===== src/rtl/branch_predictor_table_if.sv =====
// Decode-side prediction and resolve-side update signals of branch_predictor_table.
// The master drives the pipeline side; the slave is the predictor table.
interface branch_predictor_table_if #(
   parameter int INDEX_BITS = 6
);
   logic                  branch_decode_sig;
   logic [31:0]           in_addr;
   logic [31:0]           offset;
   logic [31:0]           branch_addr;
   logic                  prediction;
   logic [INDEX_BITS-1:0] pred_index;
   logic                  update_valid;
   logic [INDEX_BITS-1:0] update_index;
   logic                  actual_branch_decision;
   logic                  update_predicted;
   logic [15:0]           mispredict_count;

   modport master (
      output branch_decode_sig, in_addr, offset, update_valid, update_index,
             actual_branch_decision, update_predicted,
      input  branch_addr, prediction, pred_index, mispredict_count
   );

   modport slave (
      input  branch_decode_sig, in_addr, offset, update_valid, update_index,
             actual_branch_decision, update_predicted,
      output branch_addr, prediction, pred_index, mispredict_count
   );
endinterface


===== src/rtl/branch_predictor_table.sv =====
// Table of saturating counters giving a zero-latency taken/not-taken prediction.
// Define BRANCH_PREDICTOR_GSHARE_EN to XOR the table index with a global history register.
module branch_predictor_table #(
   parameter int INDEX_BITS = 6,
   parameter int CTR_BITS   = 2,
   parameter int CTR_INIT   = 0
) (
   input logic                     clk,
   input logic                     reset,
   branch_predictor_table_if.slave bp
);
   localparam int                  DEPTH   = 1 << INDEX_BITS;
   localparam logic [CTR_BITS-1:0] CTR_MAX = {CTR_BITS{1'b1}};
   localparam logic [CTR_BITS-1:0] CTR_MIN = {CTR_BITS{1'b0}};
   localparam logic [CTR_BITS-1:0] CTR_ONE = {{(CTR_BITS-1){1'b0}}, 1'b1};
   localparam logic [CTR_BITS-1:0] CTR_RST = CTR_BITS'(CTR_INIT);

   logic [CTR_BITS-1:0]   table_r [DEPTH];
   logic [15:0]           mispredict_count_r;
   logic [INDEX_BITS-1:0] base_index_s;
   logic [INDEX_BITS-1:0] eff_index_s;

   function automatic logic [CTR_BITS-1:0] ctr_next(input logic [CTR_BITS-1:0] ctr,
                                                    input logic taken);
      logic [CTR_BITS-1:0] nxt;
      if (taken) begin
         nxt = (ctr == CTR_MAX) ? ctr : ctr + CTR_ONE;
      end else begin
         nxt = (ctr == CTR_MIN) ? ctr : ctr - CTR_ONE;
      end
      return nxt;
   endfunction

   assign base_index_s = bp.in_addr[INDEX_BITS+1:2];

`ifdef BRANCH_PREDICTOR_GSHARE_EN
   logic [INDEX_BITS-1:0] history_r;

   // Global history: newest resolved outcome enters at bit 0.
   always_ff @(posedge clk) begin
      if (reset) begin
         history_r <= {INDEX_BITS{1'b0}};
      end else if (bp.update_valid) begin
         history_r <= {history_r[INDEX_BITS-2:0], bp.actual_branch_decision};
      end else begin
         history_r <= history_r;
      end
   end

   assign eff_index_s = base_index_s ^ history_r;
`else
   assign eff_index_s = base_index_s;
`endif

   // Predictions read the pre-edge table, so same-cycle updates are not forwarded.
   assign bp.branch_addr      = bp.in_addr + bp.offset;
   assign bp.pred_index       = eff_index_s;
   assign bp.prediction       = table_r[eff_index_s][CTR_BITS-1] & bp.branch_decode_sig;
   assign bp.mispredict_count = mispredict_count_r;

   // Counter table training; reset wins over a coincident update.
   always_ff @(posedge clk) begin
      if (reset) begin
         for (int i = 0; i < DEPTH; i++) begin
            table_r[i] <= CTR_RST;
         end
      end else if (bp.update_valid) begin
         table_r[bp.update_index] <= ctr_next(table_r[bp.update_index],
                                              bp.actual_branch_decision);
      end
   end

   // Saturating count of resolved mispredictions.
   always_ff @(posedge clk) begin
      if (reset) begin
         mispredict_count_r <= 16'h0000;
      end else if (bp.update_valid && (bp.update_predicted != bp.actual_branch_decision)
                   && (mispredict_count_r != 16'hFFFF)) begin
         mispredict_count_r <= mispredict_count_r + 16'h0001;
      end else begin
         mispredict_count_r <= mispredict_count_r;
      end
   end
endmodule

===== src/flat_wrapper.sv =====
// flat-port wrapper written by rule: the top's interface ports become plain ports
module branch_predictor_table_flat 
#(
   parameter int INDEX_BITS = 6,
   parameter int CTR_BITS   = 2,
   parameter int CTR_INIT   = 0
)
  (clk, reset, bp_branch_decode_sig, bp_in_addr, bp_offset, bp_update_valid, bp_update_index, bp_actual_branch_decision, bp_update_predicted, bp_branch_addr, bp_prediction, bp_pred_index, bp_mispredict_count);
  branch_predictor_table_if #(.INDEX_BITS(INDEX_BITS)) bp_i ();
  input logic clk;
  input logic reset;
  input wire logic [$bits(bp_i.branch_decode_sig)-1:0] bp_branch_decode_sig;
  input wire logic [$bits(bp_i.in_addr)-1:0] bp_in_addr;
  input wire logic [$bits(bp_i.offset)-1:0] bp_offset;
  input wire logic [$bits(bp_i.update_valid)-1:0] bp_update_valid;
  input wire logic [$bits(bp_i.update_index)-1:0] bp_update_index;
  input wire logic [$bits(bp_i.actual_branch_decision)-1:0] bp_actual_branch_decision;
  input wire logic [$bits(bp_i.update_predicted)-1:0] bp_update_predicted;
  output wire logic [$bits(bp_i.branch_addr)-1:0] bp_branch_addr;
  output wire logic [$bits(bp_i.prediction)-1:0] bp_prediction;
  output wire logic [$bits(bp_i.pred_index)-1:0] bp_pred_index;
  output wire logic [$bits(bp_i.mispredict_count)-1:0] bp_mispredict_count;
  assign bp_i.branch_decode_sig = bp_branch_decode_sig;
  assign bp_i.in_addr = bp_in_addr;
  assign bp_i.offset = bp_offset;
  assign bp_i.update_valid = bp_update_valid;
  assign bp_i.update_index = bp_update_index;
  assign bp_i.actual_branch_decision = bp_actual_branch_decision;
  assign bp_i.update_predicted = bp_update_predicted;
  assign bp_branch_addr = bp_i.branch_addr;
  assign bp_prediction = bp_i.prediction;
  assign bp_pred_index = bp_i.pred_index;
  assign bp_mispredict_count = bp_i.mispredict_count;
  branch_predictor_table #(.INDEX_BITS(INDEX_BITS), .CTR_BITS(CTR_BITS), .CTR_INIT(CTR_INIT)) u_core (.clk(clk), .reset(reset), .bp(bp_i));
endmodule

===== config.mk =====
export PLATFORM = sky130hd
export DESIGN_NAME = branch_predictor_table_flat
export DESIGN_NICKNAME = d
export VERILOG_FILES = /design/src/rtl/branch_predictor_table_if.sv /design/src/rtl/branch_predictor_table.sv /design/src/flat_wrapper.sv
export SDC_FILE = /design/constraint.sdc
export NUM_CORES = 1
export LEC_CHECK = 0
export CAP_MARGIN = 20
export CORE_ASPECT_RATIO = 0.75
export CORE_UTILIZATION = 43
export DETAILED_ROUTE_END_ITERATION = 6
export PLACE_DENSITY = 0.74
export SYNTH_ARGS = -nofsm -noshare
export SYNTH_HDL_FRONTEND = slang
export SYNTH_SLANG_ARGS = --single-unit
export TNS_END_PERCENT = 1

===== constraint.sdc =====
create_clock -name clk -period 6.6 [get_ports clk]
set_input_delay 0.66 -clock clk [delete_from_list [all_inputs] [get_ports clk]]
set_output_delay 0.66 -clock clk [all_outputs]
set_load 0.1 [all_outputs]

==> flow_summary_export.csv, run 1 <==
group,metric,value,unit
logic_synthesis,yosysTopAreaCellShare,40.3,%
logic_synthesis,synthDistinctLibCells,64,
clocking,clockRootBuffer,"clkbuf_16",
sta,min_period_over_period,78.9,%
sta,finalWorstSetupSlack,1.40,ns
critical_path,crit_buf_inv,2,
hold_path,hold_class,"register to register",
sta,rsz0062_at_grt,"no",
global_routing,grt_pass1_vias,7294,
logic_synthesis,synth_simple_gate_area_share,20.1,%
clocking,cts_made_buffers,17,
clocking,ctsHoldBuffers,0,
hold_path,min_path_cells,1,
logic_synthesis,syn_area,9530,sq um
cells_and_area,drive_gt1_share,11.0,%
logic_synthesis,synth_edf_count,128,
critical_path,crit_top_cell,"a21o_1",
clocking,cts_tree,"done",
status,status,"completed",
power,power_per_cell_area,248,nW/um^2
critical_path,slowest_stage,"clkdlybuf4s50_1",
clocking,cts_sinks,144,
routing,wl,25.5,mm
logic_synthesis,synth.area.top_cells,"edfxtp_1 (40%), mux4_2 (6.1%), nand2_1 (5.8%)",
critical_path,reg2regPathDepth,7,
floorplanning,placement_rows,46,
cells_and_area,num_antenna_cells,0,
clocking,cts-resized-gates,0,
critical_path,timing.rr.start,"u_core.table_r[31][0]",
critical_path,cp_max_fo,18,
placed_design,post-place-ws,1.43,ns
placed_design,gp_congestion,0.886,
floorplanning,coreArea,21400,sq um
logic_synthesis,yosysTopAreaCell,"edfxtp_1",
sta,fmax,192,MHz
critical_path,crit_start,"bp_in_addr[3]",
logic_synthesis,netlist_instances,968,
sta,fin_skew,0.0137,ns
sta,period_needed,5.20,ns
clocking,postCtsSetupBuffers,0,
critical_path,crit_family,"buffers and inverters",
power,leakage,0.00426,uW
logic_synthesis,syn_nets,1077,
logic_synthesis,synth-adder-area-share,4.65,%
sta,slew_headroom,17.4,%
logic_synthesis,ys_seq_area_share,43.7,%
sta,tightest_slew,1.23,ns
logic_synthesis,yosys_warnings,0,
run,max-cap-violations,0,
global_routing,grt_max_degree,47,
critical_path,cp_slowest_stage_delay,1.15,ns
critical_path,rr_endpoint,"u_core.table_r[30][1]",
clocking,htreeDepth,4,
critical_path,worstPathRequired,5.94,ns
routing,drc,0,
floorplanning,dieHeight,131,um
global_routing,grt_use_total,22.5,%
logic_synthesis,synth_compound_area_share,12.4,%
routing,vias,7954,
global_routing,grt-ovfl-total,0,
clocking,insertion_delay,0.42,ns
cells_and_area,syn_to_final_growth,18.9,%
logic_synthesis,synth_xor_area_share,3.68,%
critical_path,endpoint,"bp_branch_addr[9]",
routing,drt_iter0_drc,935,
cells_and_area,fin_nets,1155,
clocking,path_clk_slew,0.06,ns
placed_design,hpwl,18.0,mm
power,peakVddDrop,0.140,mV
critical_path,arrival,4.54,ns
routing,wl_per_cell,18.9,um
routing,avgViaCountPerCell,5.91,
floorplanning,dieArea,22800,sq um
floorplanning,initial_core_util,44.5,%
sta,finalSetupTns,0,ns
placed_design,portBuffers,130,
sta,hold_violations,0,
placed_design,place_area,10800,sq um
global_routing,grt_pass1_wl,39.5,mm
sta,finalSetupViolCount,0,
logic_synthesis,synth_seq_cells,144,
logic_synthesis,synth_mux_area_share,10.0,%
critical_path,crit_type,"primary input to primary output",
floorplanning,pin_count,131,
cells_and_area,postLayoutCellArea,11300,sq um
global_routing,antenna_found_initial,0,
logic_synthesis,syn_avg_cell_area,9.85,sq um
critical_path,path_cells,"clkdlybuf4s50_1 -> ha_1 -> a21oi_1 -> o211ai_1 -> a21o_1 -> a21o_1 -> a21o_1 -> a21oi_1 -> xnor2_1 -> clkdlybuf4s50_1",
floorplanning,die_w,174,um
logic_synthesis,ys_async_sr_fraction,0,%
logic_synthesis,synth_top_family_by_area,"simple AND/OR/NAND/NOR gates",
clocking,clockBufferDepth,2,
routing,ant_nets,0,
critical_path,rrSetupSlack,3.49,ns
sta,slew_viol_final,0,
logic_synthesis,synth_top_flop_cell,"edfxtp_1",
critical_path,startpoint_type,"primary input",
routing,drt_first_pass_iters,7,
critical_path,cp.depth,10,
critical_path,crit_path_end_kind,"primary output",
-- placed cells by master (no fill, tap or decap), types with 16 or more instances in the layout --
master and count:
xor2_1 24, a21oi_1 43, inv_1 18, mux2i_1 28, clkdlybuf4s50_1 111, dfxtp_1 16, edfxtp_1 128, nor2_1 147
nand3_1 21, nand2_1 148, ha_1 32, clkbuf_16 17, o21ai_0 26, mux4_2 26, xnor2_1 16, buf_4 24
a21o_1 19, nor3_2 16
-- worst register-to-register path, delay by kind of cell (launching register included) --
kind	cells	cell delay (ns)
and+or+nand+nor	2	0.35
buffers and inverters	1	0.31
AOI/OAI and AO/OA	1	0.37
DFF	1	0.38
adders and majority gates	1	0.64
muxes	2	0.77
-- cells in the mapped netlist, types with 10 or more instances --
| master | number |
|---|---|
| inv_1 | 19 |
| nor2_1 | 147 |
| a221oi_1 | 10 |
| dfxtp_1 | 16 |
| edfxtp_1 | 128 |
| clkbuf_1 | 35 |
| nand3_1 | 21 |
| ha_1 | 32 |
| nand2_1 | 148 |
| o21ai_0 | 26 |
| and3_1 | 10 |
| nand4_1 | 11 |
| xor2_1 | 24 |
| buf_4 | 15 |
| a21o_1 | 19 |
| nor3_2 | 14 |
| xnor2_1 | 16 |
| mux4_2 | 26 |
| buf_2 | 17 |
| nor3_1 | 15 |
| a21oi_1 | 43 |
| o21bai_1 | 10 |
| mux2i_1 | 28 |
-- metal layers --
metal / share of wire (%) / GRT usage, %
met4: 2.2 / 7.84
met3: 12 / 5.79
met5: 0 / 0
met1: 44 / 32.6
met2: 41 / 32.4
-- worst min path at each step --
stage	startpoint	endpoint
global route	u_core.bp.mispredict_count[12]	u_core.bp.mispredict_count[12]
finish	u_core.bp.mispredict_count[12]	u_core.bp.mispredict_count[12]
detailed placement	u_core.bp.mispredict_count[12]	u_core.bp.mispredict_count[12]
floorplan	reset	u_core.bp.mispredict_count[15]
CTS	u_core.bp.mispredict_count[12]	u_core.bp.mispredict_count[12]
global placement	u_core.bp.mispredict_count[12]	u_core.bp.mispredict_count[12]
-- through the flow --
stage                     hold WS (ns)  cells  power, uW  util [%]
final                            0.500   1346       2800      52.9
after global routing             0.526   1346       2890      52.9
after CTS                        0.492   1346       2810      52.9
after detailed placement         0.482   1315       1930      50.4
after global placement           0.485   1315       1920      50.4
after floorplan                  0.939    968       1730         -
-- cell families after synthesis --
family,Yosys count
buffers and inverters,99
XOR/XNOR,40
multiplexers,62
flip-flops,144
AO/OA/AOI/OAI,175
adder cells (fa/ha/maj),35
AND/OR/NAND/NOR,413
-- area by class of cell --
class / instances / area, sq um
Clock buffer: 18 / 429
Clock inverter: 13 / 104
Fill cell: 1911 / 10100
Inverter: 20 / 75.1
Multi-Input combinational cell: 725 / 4860
Sequential cell: 144 / 4160
Tap cell: 288 / 360
Timing Repair Buffer: 138 / 1340
-- registers in the layout, summed over array words and instances, names as in the netlist --
name and count:
u_core.table_r 128, u_core.bp.mispredict_count 16
-- where the power goes --
group	internal (uW)	switching, uW	leakage, uW	total (uW)
Clock	486	399	0.000254	885
Combinational	252	633	0.00256	885
Sequential	1020	16.1	0.00145	1030
Total	1760	1050	0.00426	2800
No activity file was read; power rests on OpenSTA's default activity.
==> run 2: changes to the inputs <==
clock period = 4.9 ns   (was 6.6 ns; I/O delays follow)
==> run 2 against run 1 <==
Net effect:
- global-route usage grew 0.77 points
- first-iteration DRC count is 12% lower
- wire length is 3.7% higher
- critical endpoint is now bp_branch_addr[27]
- highest routed layer is now met5
- sequential power grew 35%
- clock skew decreased by 0.0051 ns
- via count grew 1.7%
- cell count is 1.0% higher
==> flow_summary_export.csv, run 2 (synthesized netlist as in run 1, its figures left out) <==
group,metric,value,unit
status,status,"completed",
run,max-cap-violations,0,
global_routing,grt-ovfl-total,0,
floorplanning,pin_count,131,
clocking,insertion_delay,0.43,ns
floorplanning,die_w,174,um
clocking,postCtsSetupBuffers,0,
power,power_per_cell_area,342,nW/um^2
critical_path,arrival,3.58,ns
clocking,clockRootBuffer,"clkbuf_16",
routing,wl,26.4,mm
cells_and_area,layout_commonest_cell,"nand2_1",
clocking,ctsHoldBuffers,0,
clocking,htreeDepth,4,
clocking,clockBufferDepth,2,
sta,tightest_slew,1.06,ns
placed_design,gp_congestion,0.929,
cells_and_area,largest_reg_flops,128,
floorplanning,coreArea,21400,sq um
floorplanning,placement_rows,46,
global_routing,grt_use_total,23.2,%
sta,hold_violations,0,
placed_design,hpwl,19.3,mm
sta,slew_viol_final,0,
placed_design,placed_cells,1328,
clocking,cts_tree,"done",
sta,slew_headroom,29.0,%
sta,fmax,245,MHz
cells_and_area,mostFrequentLayoutCells,"nand2_1 (148), nor2_1 (147), edfxtp_1 (128), clkdlybuf4s50_1 (98), a21oi_1 (43)",
routing,drt_iter0_drc,822,
clocking,cts-resized-gates,0,
hold_path,hold_class,"register to register",
global_routing,grt_pass1_vias,7354,
sta,finalSetupViolCount,0,
cells_and_area,fillers,1867,
routing,avgViaCountPerCell,5.95,
cells_and_area,top_register,"u_core.table_r",
sta,fin_skew,0.00860,ns
cells_and_area,num_antenna_cells,0,
global_routing,grt_pass1_wl,40.6,mm
sta,period_needed,4.07,ns
power,peakVddDrop,0.232,mV
power,leakage,0.00447,uW
floorplanning,dieHeight,131,um
clocking,cts_sinks,144,
routing,drt_first_pass_iters,5,
critical_path,crit_type,"primary input to primary output",
routing,drc,0,
global_routing,antenna_found_initial,1,
sta,rsz0062_at_grt,"no",
global_routing,grt_max_degree,64,
cells_and_area,syn_to_final_growth,22.9,%
clocking,path_clk_slew,0.06,ns
cells_and_area,fin_nets,1168,
critical_path,worstPathRequired,4.41,ns
critical_path,crit_path_end_kind,"primary output",
sta,finalSetupTns,0,ns
clocking,cts_made_buffers,17,
critical_path,startpoint_type,"primary input",
floorplanning,dieArea,22800,sq um
routing,vias,8088,
placed_design,portBuffers,130,
routing,ant_nets,0,
cells_and_area,layout.cells.non_filler,1360,
critical_path,cp_max_fo,6,
cells_and_area,drive_gt1_share,13.4,%
routing,wl_per_cell,19.4,um
sta,min_period_over_period,83.2,%
floorplanning,initial_core_util,44.5,%
==> run 2: cell count changes in the layout (fill, tap and decap cells not counted), sizes merged <==
cell and change:
inv +4, clkinv -1, buf +26, clkinvlp -1, clkdlybuf4s50 -13, clkbuf -1
==> run 2: routing by layer <==
metal	track usage, %	vias to the layer above	wire length [um]
met1	32.6	3847	11500
met5	0	-	8
met2	34.8	495	11300
met4	5.01	2	303
met3	7.87	36	3300
li1	-	3708	-
==> run 2: final timing paths <==
kind	from	endpoint	slack, ns	cells past startpoint
setup / recovery	bp_in_addr[4]	bp_branch_addr[27]	0.83	10
hold / removal	u_core.bp.mispredict_count[10]	u_core.bp.mispredict_count[10]	0.51	2
setup reg to reg	u_core.table_r[30][0]	u_core.table_r[49][1]	2.16	7
hold reg to reg	u_core.bp.mispredict_count[10]	u_core.bp.mispredict_count[10]	0.51	2
==> run 2: worst max-delay path, cell delays in order <==
cell,delay [ns]
clkdlybuf4s50_1,0.60
ha_1,0.46
nand3_1,0.10
o211ai_1,0.37
nand3_1,0.15
a21boi_0,0.39
o2111a_1,0.33
nor4_1,0.07
a211oi_1,0.39
buf_12,0.23
==> run 2: area by class of cell <==
type | instances | area [sq um] | area share (%)
Tap cell | 288 | 360 | 3.08
Sequential cell | 144 | 4160 | 35.5
Clock inverter | 15 | 161 | 1.38
Clock buffer | 17 | 425 | 3.63
Inverter | 20 | 75.1 | 0.641
Timing Repair Buffer | 151 | 1680 | 14.3
Multi-Input combinational cell | 725 | 4850 | 41.4
==> run 2: power breakdown <==
part / switching (uW) / internal, uW
Clock: 604 / 686
Sequential: 21.9 / 1370
Combinational: 885 / 440
Total: 1510 / 2500
==> run 2: per-stage QoR <==
| step | util [%] | setup WS, ns | hold WS (ns) | power (uW) | cell area, sq um |
|---|---|---|---|---|---|
| 2_1_floorplan | - | -0.975 | 0.769 | 2330 | 9530 |
| 3_3_place_gp | 52.0 | 0.939 | 0.490 | 2720 | 11100 |
| 3_5_place_dp | 52.0 | 0.856 | 0.502 | 2740 | 11100 |
| 4_1_cts | 54.7 | 0.838 | 0.512 | 4020 | 11700 |
| 5_1_grt | 54.7 | 0.664 | 0.525 | 4130 | 11700 |
| 6_report | 54.7 | 0.825 | 0.506 | 4010 | 11700 |
